### src/rtl/spi_controller.sv
// Single-byte SPI master, mode 0, MSB first. Frames one byte with ss, shifts
// tx_data out on mosi while capturing miso, then pulses done with the result.
module spi_controller #(
  parameter int CLK_DIV = 4
) (
  input  logic       clk,
  input  logic       rst,
  input  logic       start,
  input  logic [7:0] tx_data,
  output logic [7:0] rx_data,
  output logic       busy,
  output logic       done,
  output logic       ss,
  output logic       sclk,
  output logic       mosi,
  input  logic       miso
);

  localparam int              DW       = $clog2(CLK_DIV) + 1;
  localparam logic [DW-1:0]   DIV_LAST = DW'(CLK_DIV - 1);

  typedef enum logic [2:0] {
    IDLE,
    SETUP,
    SHIFT,
    HOLD,
    GAP
  } state_t;

  state_t        state, state_nxt;
  logic [DW-1:0] div_cnt, div_nxt;
  logic [3:0]    half_cnt, half_nxt;
  logic [6:0]    tx_sr, tx_nxt;
  logic [7:0]    rx_sr, rx_sr_nxt;
  logic [7:0]    rx_data_nxt;
  logic          busy_nxt, done_nxt, ss_nxt, sclk_nxt, mosi_nxt;
  logic          div_tc, accept;

  // tx_sr only holds bits 6..0; bit 7 goes straight onto mosi at accept
  always_comb begin
    state_nxt   = state;
    div_nxt     = div_cnt;
    half_nxt    = half_cnt;
    tx_nxt      = tx_sr;
    rx_sr_nxt   = rx_sr;
    rx_data_nxt = rx_data;
    busy_nxt    = busy;
    done_nxt    = 1'b0;
    ss_nxt      = ss;
    sclk_nxt    = sclk;
    mosi_nxt    = mosi;
    div_tc      = (div_cnt == DIV_LAST);
    accept      = 1'b0;

    unique case (state)
      IDLE: begin
        accept = start;
      end

      SETUP: begin
        if (div_tc) begin
          div_nxt   = '0;
          half_nxt  = '0;
          state_nxt = SHIFT;
        end else begin
          div_nxt = div_cnt + 1'b1;
        end
      end

      SHIFT: begin
        if (div_tc) begin
          div_nxt = '0;
          if (!half_cnt[0]) begin
            sclk_nxt  = 1'b1;
            rx_sr_nxt = {rx_sr[6:0], miso};
            half_nxt  = half_cnt + 4'd1;
          end else begin
            sclk_nxt = 1'b0;
            if (half_cnt == 4'd15) begin
              // last falling edge: mosi keeps bit 0 through HOLD
              half_nxt  = '0;
              state_nxt = HOLD;
            end else begin
              mosi_nxt = tx_sr[6];
              tx_nxt   = {tx_sr[5:0], 1'b0};
              half_nxt = half_cnt + 4'd1;
            end
          end
        end else begin
          div_nxt = div_cnt + 1'b1;
        end
      end

      HOLD: begin
        if (div_tc) begin
          div_nxt     = '0;
          ss_nxt      = 1'b1;
          rx_data_nxt = rx_sr;
          done_nxt    = 1'b1;
          state_nxt   = GAP;
        end else begin
          div_nxt = div_cnt + 1'b1;
        end
      end

      GAP: begin
        if (div_tc) begin
          div_nxt = '0;
          // the GAP exit edge is the first IDLE sampling point, so a held
          // start restarts with ss high for exactly CLK_DIV cycles
          if (start) begin
            accept = 1'b1;
          end else begin
            busy_nxt  = 1'b0;
            state_nxt = IDLE;
          end
        end else begin
          div_nxt = div_cnt + 1'b1;
        end
      end

      default: begin
        state_nxt = IDLE;
      end
    endcase

    if (accept) begin
      tx_nxt    = tx_data[6:0];
      mosi_nxt  = tx_data[7];
      ss_nxt    = 1'b0;
      busy_nxt  = 1'b1;
      div_nxt   = '0;
      half_nxt  = '0;
      state_nxt = SETUP;
    end
  end

  always_ff @(posedge clk) begin
    if (rst) begin
      state    <= IDLE;
      div_cnt  <= '0;
      half_cnt <= '0;
      tx_sr    <= '0;
      rx_sr    <= '0;
      rx_data  <= '0;
      busy     <= 1'b0;
      done     <= 1'b0;
      ss       <= 1'b1;
      sclk     <= 1'b0;
      mosi     <= 1'b0;
    end else begin
      state    <= state_nxt;
      div_cnt  <= div_nxt;
      half_cnt <= half_nxt;
      tx_sr    <= tx_nxt;
      rx_sr    <= rx_sr_nxt;
      rx_data  <= rx_data_nxt;
      busy     <= busy_nxt;
      done     <= done_nxt;
      ss       <= ss_nxt;
      sclk     <= sclk_nxt;
      mosi     <= mosi_nxt;
    end
  end

endmodule

### config.mk
export PLATFORM = sky130hd
export DESIGN_NAME = spi_controller
export DESIGN_NICKNAME = d
export VERILOG_FILES = /design/src/rtl/spi_controller.sv
export SDC_FILE = /design/constraint.sdc
export NUM_CORES = 1
export LEC_CHECK = 0
export CAP_MARGIN = 20
export CORE_UTILIZATION = 60
export CTS_BUF_LIST = sky130_fd_sc_hd__clkbuf_4 sky130_fd_sc_hd__clkbuf_8 sky130_fd_sc_hd__clkbuf_16
export CTS_CLUSTER_DIAMETER = 30
export DETAILED_ROUTE_END_ITERATION = 7
export DONT_BUFFER_PORTS = 1
export GPL_TIMING_DRIVEN = 0
export PLACE_DENSITY_LB_ADDON = 0.25
export SYNTH_ARGS = -nofsm -noshare
export SYNTH_HDL_FRONTEND = slang
export SYNTH_SLANG_ARGS = --single-unit
export TNS_END_PERCENT = 30
### constraint.sdc
create_clock -name clk -period 4.7 [get_ports clk]
set_clock_uncertainty 0.2 [all_clocks]
set_input_delay 0.705 -clock clk [delete_from_list [all_inputs] [get_ports clk]]
set_output_delay 0.705 -clock clk [all_outputs]
set_load 0.005 [all_outputs]
==> parameters.txt, run 1 <==
Parameter                              Value

Clock network
  Number of sinks handled by clock tree synthesis ... 38
  Post-CTS clock slew at the launch and capture registers of the worst setup and hold paths ... 0.11 ns
  Number of buffers on the longest clock path ... 2
  Post-CTS setup buffers ... 0
  TritonCTS clock tree ... done
  Maximum level of the CTS H-tree ... 2
  Cells resized by post-CTS repair ... 0
  Hold buffer count at cts ... 0
  Worst skew pair latency ... 0.35 ns
  Cell chosen for the clock root ... sky130_fd_sc_hd__clkbuf_4
  Cts bufs inserted ... 5

Global routing
  Initial antenna violation count ... 0
  Overall fraction of global-route tracks in use ... 24.9%
  Number of global-route vias before repair ... 1,162
  Maximum number of pins on one net before global-route repair ... 14
  Global-route wire length before repair ... 5100 µm
  Total grt overflow ... 0

Critical path
  Element type at the critical path start ... flop
  Biggest cell delay along the critical path ... 0.35 ns
  Worst Setup End Kind ... flop
  Number of cells traversed by the worst register-to-register path ... 5
  Worst setup path category ... reg2reg
  Signal arrival time at the worst endpoint ... 2.01 ns
  Worst-path cell with the longest stage delay ... sky130_fd_sc_hd__dfxtp_1
  Highest fanout seen on the critical path ... 8
  Sequence of cells on the critical path ... ha_1, and2b_4, o211ai_4, nand2b_2, a211oi_1
  Req. time, crit path ... 4.75 ns

STA
  Max-slew violation count ... 0
  Post-layout min period ... 1.95 ns
  RSZ-0062 raised after global routing ... false
  Total of endpoints with negative setup slack in the final report ... 0
  Tightest Pin Transition ... 0.519 ns
  Setup TNS ... 0 ns
  Normalized max-slew margin ... 65.3%
  Hold_ws ... 0.248 ns
  Final hold violations ... 0
  FMAX ... 512 MHz
  Crit share post-route ... 41.6%

Route
  Drt first pass iters ... 4
  Routed vias/inst ... 6.12
  DRC errors left ... 0
  Final antenna-violating net count ... 0
  Routed length per placed instance ... 15.9 µm
  Initial drt markers ... 35
  Final wirelength ... 3330 µm
  Total number of vias ... 1,286

Placed design
  Post-detailed-placement half-perimeter wirelength ... 2370 µm
  Placer's final routability congestion estimate ... 0.797
  Total of buffers placed on input and output ports ... 0

Logic synthesis
  Distinct cell type count of the synthesized netlist ... 36
  Post-synthesis register bit count ... 38
  Number of cells produced by synthesis ... 172
  Cell types occupying the most area after synthesis ... sky130_fd_sc_hd__dfxtp_1, sky130_fd_sc_hd__mux2i_1, sky130_fd_sc_hd__nor2_1
  Combined area of all synthesized cells ... 1670 µm²
  Sequential area share after synthesis ... 45.6%
  Cell type with the largest total area after synthesis ... sky130_fd_sc_hd__dfxtp_1
  Yosys Warn Count ... 0
  Synth top area share ... 45.6%
  Mean Syn Cell Area ... 9.69 µm²
  Net count after synthesis ... 186

Finish
  Number of antenna diodes ... 0
  Area of the multi-input gates ... 830 µm²
  Net count of the finished layout ... 193
  Reg area ... 761 µm²
  Share of layout cells above drive strength 1 ... 11.1%
  Fillcell total ... 202
  Synthesis-to-finish area growth ... 8.63%

Die
  Count of boundary I/O pins ... 25
  Die H ... 54.7 µm
  Overall die area ... 2990 µm²
  Initial Utilization ... 65.5%
  Die extent in x ... 54.7 µm
  Standard cell core area ... 2540 µm²
  Placement row count ... 18

Worst hold path
  Hold/Removal Path Class ... in2reg
  Number of stages on the worst hold path ... 1

Pwr
  Max rail drop VDD ... 303 µV
  Switching share of power ... 21.2%
  Part of the total power dissipated in the clock network ... 42.9%
  Seq pwr share ... 52.0%
  Leakage power of the design ... 0.664 nW
  Internal Dissipation ... 510 µW
  Psw ... 137 µW
  Power density of the placed cells ... 358 nW/µm²
  Post-layout total power ... 648 µW
  Portion of total power attributed to combinational logic ... 5.1%

Status
  Status ... finished clean

Run
  Max-cap check violation count ... 0
-- through the flow --
step / instance area [µm²] / std cells / setup slack (ns) / utilization, %
floorplan: 1670 / 172 / 3.04 / -
global placement: 1700 / 202 / 2.90 / 67.0
detailed placement: 1700 / 202 / 2.82 / 67.0
CTS: 1810 / 210 / 2.74 / 71.1
global route: 1810 / 210 / 2.63 / 71.1
finish: 1810 / 210 / 2.75 / 71.1
-- worst max-delay path: cells and delay by family (launching register included) --
family | cells | cell delay [ns]
AOI/OAI and AO/OA | 2 | 0.61
and+or+nand+nor | 2 | 0.42
DFF | 1 | 0.35
adders and majority gates | 1 | 0.28
-- power groups by stage --
stage	Clock [mW]	Combinational [mW]	Sequential, mW
3_5_place_dp	0	0.0327	0.344
2_1_floorplan	0	0.0267	0.342
5_1_grt	0.293	0.0368	0.338
3_3_place_gp	0	0.0312	0.343
6_report	0.278	0.0333	0.336
4_1_cts	0.281	0.0334	0.337
-- final timing paths --
| kind | end | slack, ns | start |
|---|---|---|---|
| worst max-delay path | div_cnt[2] | 2.75 | div_cnt[0] |
| worst max register to register | div_cnt[2] | 2.75 | div_cnt[0] |
| worst min-delay path | ss | 0.25 | rst |
| worst min register to register | tx_sr[0] | 0.30 | tx_sr[0] |
-- cells in the mapped netlist --
master / number
sky130_fd_sc_hd__nor2b_1: 1
sky130_fd_sc_hd__o21ai_0: 2
sky130_fd_sc_hd__a2bb2oi_1: 2
sky130_fd_sc_hd__xnor2_1: 2
sky130_fd_sc_hd__dfxtp_1: 38
sky130_fd_sc_hd__buf_4: 3
sky130_fd_sc_hd__a21o_1: 2
sky130_fd_sc_hd__nand2_1: 11
sky130_fd_sc_hd__mux2i_1: 25
sky130_fd_sc_hd__nand4b_1: 1
sky130_fd_sc_hd__nor2_1: 31
sky130_fd_sc_hd__a211oi_1: 9
sky130_fd_sc_hd__and2b_4: 1
sky130_fd_sc_hd__and3_1: 1
sky130_fd_sc_hd__nor3_1: 4
sky130_fd_sc_hd__a21oi_1: 5
sky130_fd_sc_hd__clkbuf_1: 4
sky130_fd_sc_hd__o22ai_1: 1
sky130_fd_sc_hd__or2_0: 1
sky130_fd_sc_hd__nand4_1: 2
sky130_fd_sc_hd__nor2_4: 1
sky130_fd_sc_hd__nand4bb_1: 1
sky130_fd_sc_hd__buf_6: 2
sky130_fd_sc_hd__nand2b_2: 1
sky130_fd_sc_hd__a31oi_1: 4
sky130_fd_sc_hd__a221oi_1: 1
sky130_fd_sc_hd__nand4bb_4: 1
sky130_fd_sc_hd__o211ai_1: 1
sky130_fd_sc_hd__inv_1: 3
sky130_fd_sc_hd__mux2_2: 1
sky130_fd_sc_hd__o211ai_4: 1
sky130_fd_sc_hd__nand3_1: 3
sky130_fd_sc_hd__clkbuf_2: 1
sky130_fd_sc_hd__ha_1: 2
sky130_fd_sc_hd__nor3b_1: 1
sky130_fd_sc_hd__nand2b_1: 2
-- metal layers --
layer | track usage, % | up-vias | wire length (µm)
li1 | - | 626 | -
met1 | 26.9 | 601 | 1360
met2 | 43.2 | 47 | 1650
met3 | 7.78 | 12 | 238
met4 | 12.8 | 0 | 82
met5 | 0 | - | 0
-- placed cells by master (no fill, tap or decap) --
cell and count:
sky130_fd_sc_hd__dfxtp_1 38, sky130_fd_sc_hd__nor2_1 31, sky130_fd_sc_hd__mux2i_1 25, sky130_fd_sc_hd__nand2_1 11, sky130_fd_sc_hd__a211oi_1 9, sky130_fd_sc_hd__a21oi_1 5, sky130_fd_sc_hd__clkbuf_4 5, sky130_fd_sc_hd__clkbuf_1 4
sky130_fd_sc_hd__nor3_1 4, sky130_fd_sc_hd__a31oi_1 4, sky130_fd_sc_hd__buf_4 3, sky130_fd_sc_hd__inv_1 3, sky130_fd_sc_hd__nand3_1 3, sky130_fd_sc_hd__nand2b_1 2, sky130_fd_sc_hd__o21ai_0 2, sky130_fd_sc_hd__buf_6 2
sky130_fd_sc_hd__xnor2_1 2, sky130_fd_sc_hd__nand4_1 2, sky130_fd_sc_hd__a21o_1 2, sky130_fd_sc_hd__a2bb2oi_1 2, sky130_fd_sc_hd__ha_1 2, sky130_fd_sc_hd__bufinv_16 2, sky130_fd_sc_hd__clkbuf_2 1, sky130_fd_sc_hd__nand4bb_4 1
sky130_fd_sc_hd__and2b_4 1, sky130_fd_sc_hd__nor2_4 1, sky130_fd_sc_hd__o211ai_4 1, sky130_fd_sc_hd__nand4bb_1 1, sky130_fd_sc_hd__or2_0 1, sky130_fd_sc_hd__o22ai_1 1, sky130_fd_sc_hd__nand2b_2 1, sky130_fd_sc_hd__nor3b_1 1
sky130_fd_sc_hd__and3_1 1, sky130_fd_sc_hd__a221oi_1 1, sky130_fd_sc_hd__nor2b_1 1, sky130_fd_sc_hd__mux2_2 1, sky130_fd_sc_hd__o211ai_1 1, sky130_fd_sc_hd__nand4b_1 1, sky130_fd_sc_hd__clkinv_4 1
-- cell families (layout without fill, tap and decap cells) --
logic type	after synthesis	count (layout)	share of synthesized area, %
buf+inv	13	21	4.58
xor+xnor	2	2	1.05
mux	26	26	15.7
fa+ha+maj	2	2	1.50
compound gates	28	28	12.2
simple gates	63	63	19.3
flops	38	38	45.6
-- area by class of cell --
class	instances	share of cell area [%]
Multi-Input combinational cell	121	45.8
Sequential cell	38	42.0
Clock inverter	3	3.80
Buffer	10	3.59
Clock buffer	5	2.07
Tap cell	30	2.07
Inverter	3	0.622
-- state kept, by name, summed over array words and instances (netlist names) --
| name | count |
|---|---|
| rx_data | 8 |
| rx_sr | 8 |
| tx_sr | 7 |
| half_cnt | 4 |
| div_cnt | 3 |
| state | 3 |
| busy | 1 |
| done | 1 |
| mosi | 1 |
| sclk | 1 |
| ss | 1 |
Note: power is estimated with default switching activity, not from simulation.
==> inputs of run 2 (changes only) <==
==> constraint.sdc (replaced) <==
create_clock -name clk -period 1.9 [get_ports clk]
set_clock_uncertainty 0.2 [all_clocks]
set_input_delay 0.285 -clock clk [delete_from_list [all_inputs] [get_ports clk]]
set_output_delay 0.285 -clock clk [all_outputs]
set_load 0.005 [all_outputs]
==> parameters.txt, run 2 (synthesized netlist as in run 1, its figures left out) <==
Parameter                              Value

Status
  Status ... finished clean (unchanged)

Pwr
  Switching share of power ... 21.5% (was 21.2%)
  Internal Dissipation ... 1.28 mW (was 510 µW)
  Seq pwr share ... 51.3% (was 52.0%)
  Part of the total power dissipated in the clock network ... 42.3% (was 42.9%)
  Portion of total power attributed to combinational logic ... 6.5% (was 5.1%)
  Max rail drop VDD ... 769 µV (was 303 µV)
  Psw ... 350 µW (was 137 µW)
  Leakage power of the design ... 0.716 nW (was 0.664 nW)
  Power density of the placed cells ... 834 nW/µm² (was 358 nW/µm²)
  Post-layout total power ... 1.63 mW (was 648 µW)

Critical path
  Buffers plus inverters on the worst setup path ... 2 (was 0)
  Worst Setup End Kind ... flop (unchanged)
  Worst setup path category ... reg2reg (unchanged)
  Top cell family by delay on the critical path ... simple AND/OR/NAND/NOR gates (was compound AO/OA/AOI/OAI gates)
  Worst-path cell with the longest stage delay ... sky130_fd_sc_hd__dfxtp_1 (unchanged)
  Req. time, crit path ... 1.97 ns (was 4.75 ns)
  Biggest cell delay along the critical path ... 0.31 ns (was 0.35 ns)
  Element type at the critical path start ... flop (unchanged)
  Highest fanout seen on the critical path ... 9 (was 8)
  Signal arrival time at the worst endpoint ... 1.88 ns (was 2.01 ns)
  Sequence of cells on the critical path ... buf_4, nand4bb_4, nand4bb_1, buf_6, mux2i_1, a211oi_2 (was ha_1, and2b_4, o211ai_4, nand2b_2, a211oi_1)

Global routing
  Met2 capacity usage during global routing ... 46.0% (was 43.2%)
  Met1 routing resource usage after global routing ... 28.9% (was 26.9%)
  Met3 demand-to-capacity share in global routing ... 9.44% (was 7.78%)
  Maximum number of pins on one net before global-route repair ... 14 (unchanged)
  Overall fraction of global-route tracks in use ... 27.5% (was 24.9%)
  Global-route wire length before repair ... 5620 µm (was 5100 µm)
  Most crowded layer after global routing ... met2 (unchanged)
  Initial antenna violation count ... 1 (was 0)
  Number of global-route vias before repair ... 1,277 (was 1,162)
  Total grt overflow ... 0 (unchanged)

Finish
  Non-filler instance count after layout ... 222 (was 210)
  Regs by FF count ... rx_data x8, rx_sr x8, tx_sr x7 (unchanged)
  Finished Cell Area ... 1950 µm² (was 1810 µm²)
  Fillcell total ... 176 (was 202)
  Leading cell type in the layout, fill and taps excluded ... sky130_fd_sc_hd__dfxtp_1 (unchanged)
  Net count of the finished layout ... 204 (was 193)
  Share of layout cells above drive strength 1 ... 13.6% (was 11.1%)
  Commonest non-fill, non-tap cells in the layout ... sky130_fd_sc_hd__dfxtp_1, sky130_fd_sc_hd__nor2_1, sky130_fd_sc_hd__mux2i_1 (unchanged)
  Synthesis-to-finish area growth ... 17.2% (was 8.63%)
  Reg area ... 763 µm² (was 761 µm²)
  Area of the multi-input gates ... 857 µm² (was 830 µm²)

Placed design
  Post-detailed-placement half-perimeter wirelength ... 2370 µm (unchanged)
  Standard cell area after detailed placement ... 1700 µm² (unchanged)
  Total of buffers placed on input and output ports ... 0 (unchanged)
  Number of cells after detailed placement ... 202 (unchanged)
  Placer's final routability congestion estimate ... 0.797 (unchanged)

Die
  Initial Utilization ... 65.5% (unchanged)
  Die H ... 54.7 µm (unchanged)
  Die extent in x ... 54.7 µm (unchanged)
  Standard cell core area ... 2540 µm² (unchanged)
  Overall die area ... 2990 µm² (unchanged)
  Placement row count ... 18 (unchanged)
  Count of boundary I/O pins ... 25 (unchanged)

STA
  Final hold violations ... 0 (unchanged)
  Setup TNS ... 0 ns (unchanged)
  RSZ-0062 raised after global routing ... false (unchanged)
  Normalized max-slew margin ... 66.3% (was 65.3%)
  Max-slew violation count ... 0 (unchanged)
  Crit share post-route ... 95.5% (was 41.6%)
  Post-layout min period ... 1.82 ns (was 1.95 ns)
  Tightest Pin Transition ... 0.506 ns (was 0.519 ns)
  FMAX ... 551 MHz (was 512 MHz)
  Total of endpoints with negative setup slack in the final report ... 0 (unchanged)

Route
  Drt first pass iters ... 4 (unchanged)
  Final antenna-violating net count ... 0 (unchanged)
  Initial drt markers ... 37 (was 35)
  Routed length per placed instance ... 16.3 µm (was 15.9 µm)
  Final wirelength ... 3620 µm (was 3330 µm)
  DRC errors left ... 0 (unchanged)
  Total number of vias ... 1,358 (was 1,286)
  Routed vias/inst ... 6.12 (about the same)

Clock network
  TritonCTS clock tree ... done (unchanged)
  Post-CTS setup buffers ... 0 (unchanged)
  Number of buffers on the longest clock path ... 2 (unchanged)
  Cts bufs inserted ... 5 (unchanged)
  Number of sinks handled by clock tree synthesis ... 38 (unchanged)
  Cell chosen for the clock root ... sky130_fd_sc_hd__clkbuf_4 (unchanged)
  Worst skew pair latency ... 0.35 ns (about the same)
  Post-CTS clock slew at the launch and capture registers of the worst setup and hold paths ... 0.12 ns (was 0.11 ns)
  Maximum level of the CTS H-tree ... 2 (unchanged)

Worst hold path
  Hold/Removal Path Class ... in2reg (unchanged)

Run
  Max-cap check violation count ... 0 (unchanged)
-- run 2: changes by cell type in the layout (fill, tap and decap cells not counted) --
cell                            change
sky130_fd_sc_hd__buf_2              +1
sky130_fd_sc_hd__nor3b_1            -1
sky130_fd_sc_hd__a211oi_1           -2
sky130_fd_sc_hd__nor3b_2            +1
sky130_fd_sc_hd__dlygate4sd3_1     +11
sky130_fd_sc_hd__dfxtp_2            +2
sky130_fd_sc_hd__diode_2            +1
sky130_fd_sc_hd__ha_4               +1
sky130_fd_sc_hd__ha_1               -1
sky130_fd_sc_hd__clkbuf_2           -1
sky130_fd_sc_hd__dfxtp_1            -2
sky130_fd_sc_hd__a211oi_2           +2
-- run 2: worst paths after layout --
check | start | endpoint | slack, ns | cells after the start
setup / recovery | state[2] | tx_sr[5] | 0.08 | 6
hold / removal | rst | half_cnt[0] | 0.01 | 2
setup reg to reg | state[2] | tx_sr[5] | 0.08 | 6
hold reg to reg | tx_sr[0] | tx_sr[0] | 0.32 | 2
-- run 2: repair_timing --
item                                    4_1_cts  5_1_grt
endpoints found under the setup margin        3       10
resized for setup                             2        6
hold endpoints to repair                     12        0
hold buffers                                 11        0
-- run 2: area by class of cell --
type | instances | area share, %
diodes | 1 | 0.128
plain buffers | 10 | 3.33
clock buffers | 5 | 1.92
clock inverters | 3 | 3.52
inverters | 3 | 0.577
multi-input cells | 121 | 43.9
flip-flops and latches | 38 | 39.1
well taps | 30 | 1.92
repair buffers | 11 | 5.64
-- run 2: metal layers --
layer | share of wire, % | wire length, µm | vias to the layer above
met5 | 0 | 0 | -
met4 | 3.9 | 141 | 0
met3 | 6.7 | 243 | 19
met2 | 50 | 1820 | 58
met1 | 39 | 1420 | 632
li1 | - | - | 649
-- run 2: power by group through the flow --
stage                     Clock [mW]  Combinational, mW  Sequential [mW]
after floorplan                    0             0.0660            0.845
after global placement             0             0.0772            0.848
after detailed placement           0             0.0808            0.850
after CTS                      0.696              0.102            0.834
after global routing           0.725              0.117            0.838
final                          0.688              0.106            0.835
-- run 2: metrics by stage --
stage / setup WS, ns / util [%] / hold slack (ns)
after floorplan: 0.239 / - / 0.186
after global placement: 0.105 / 67.0 / 0.190
after detailed placement: 0.0237 / 67.0 / 0.197
after CTS: 0.0192 / 76.0 / 0.00742
after global routing: 0.0195 / 76.7 / 0.0175
final: 0.0848 / 76.7 / 0.0123
==> inputs of run 3 (changes only) <==
--- a/config.mk
+++ b/config.mk
@@ -11,6 +11,7 @@
 export CTS_CLUSTER_DIAMETER = 30
 export DETAILED_ROUTE_END_ITERATION = 7
 export DONT_BUFFER_PORTS = 1
+export GPL_ROUTABILITY_DRIVEN = 0
 export GPL_TIMING_DRIVEN = 0
 export PLACE_DENSITY_LB_ADDON = 0.25
 export SYNTH_ARGS = -nofsm -noshare
==> results of run 3 <==
No change in the layout: final DEF, timing and power equal those of run 2.
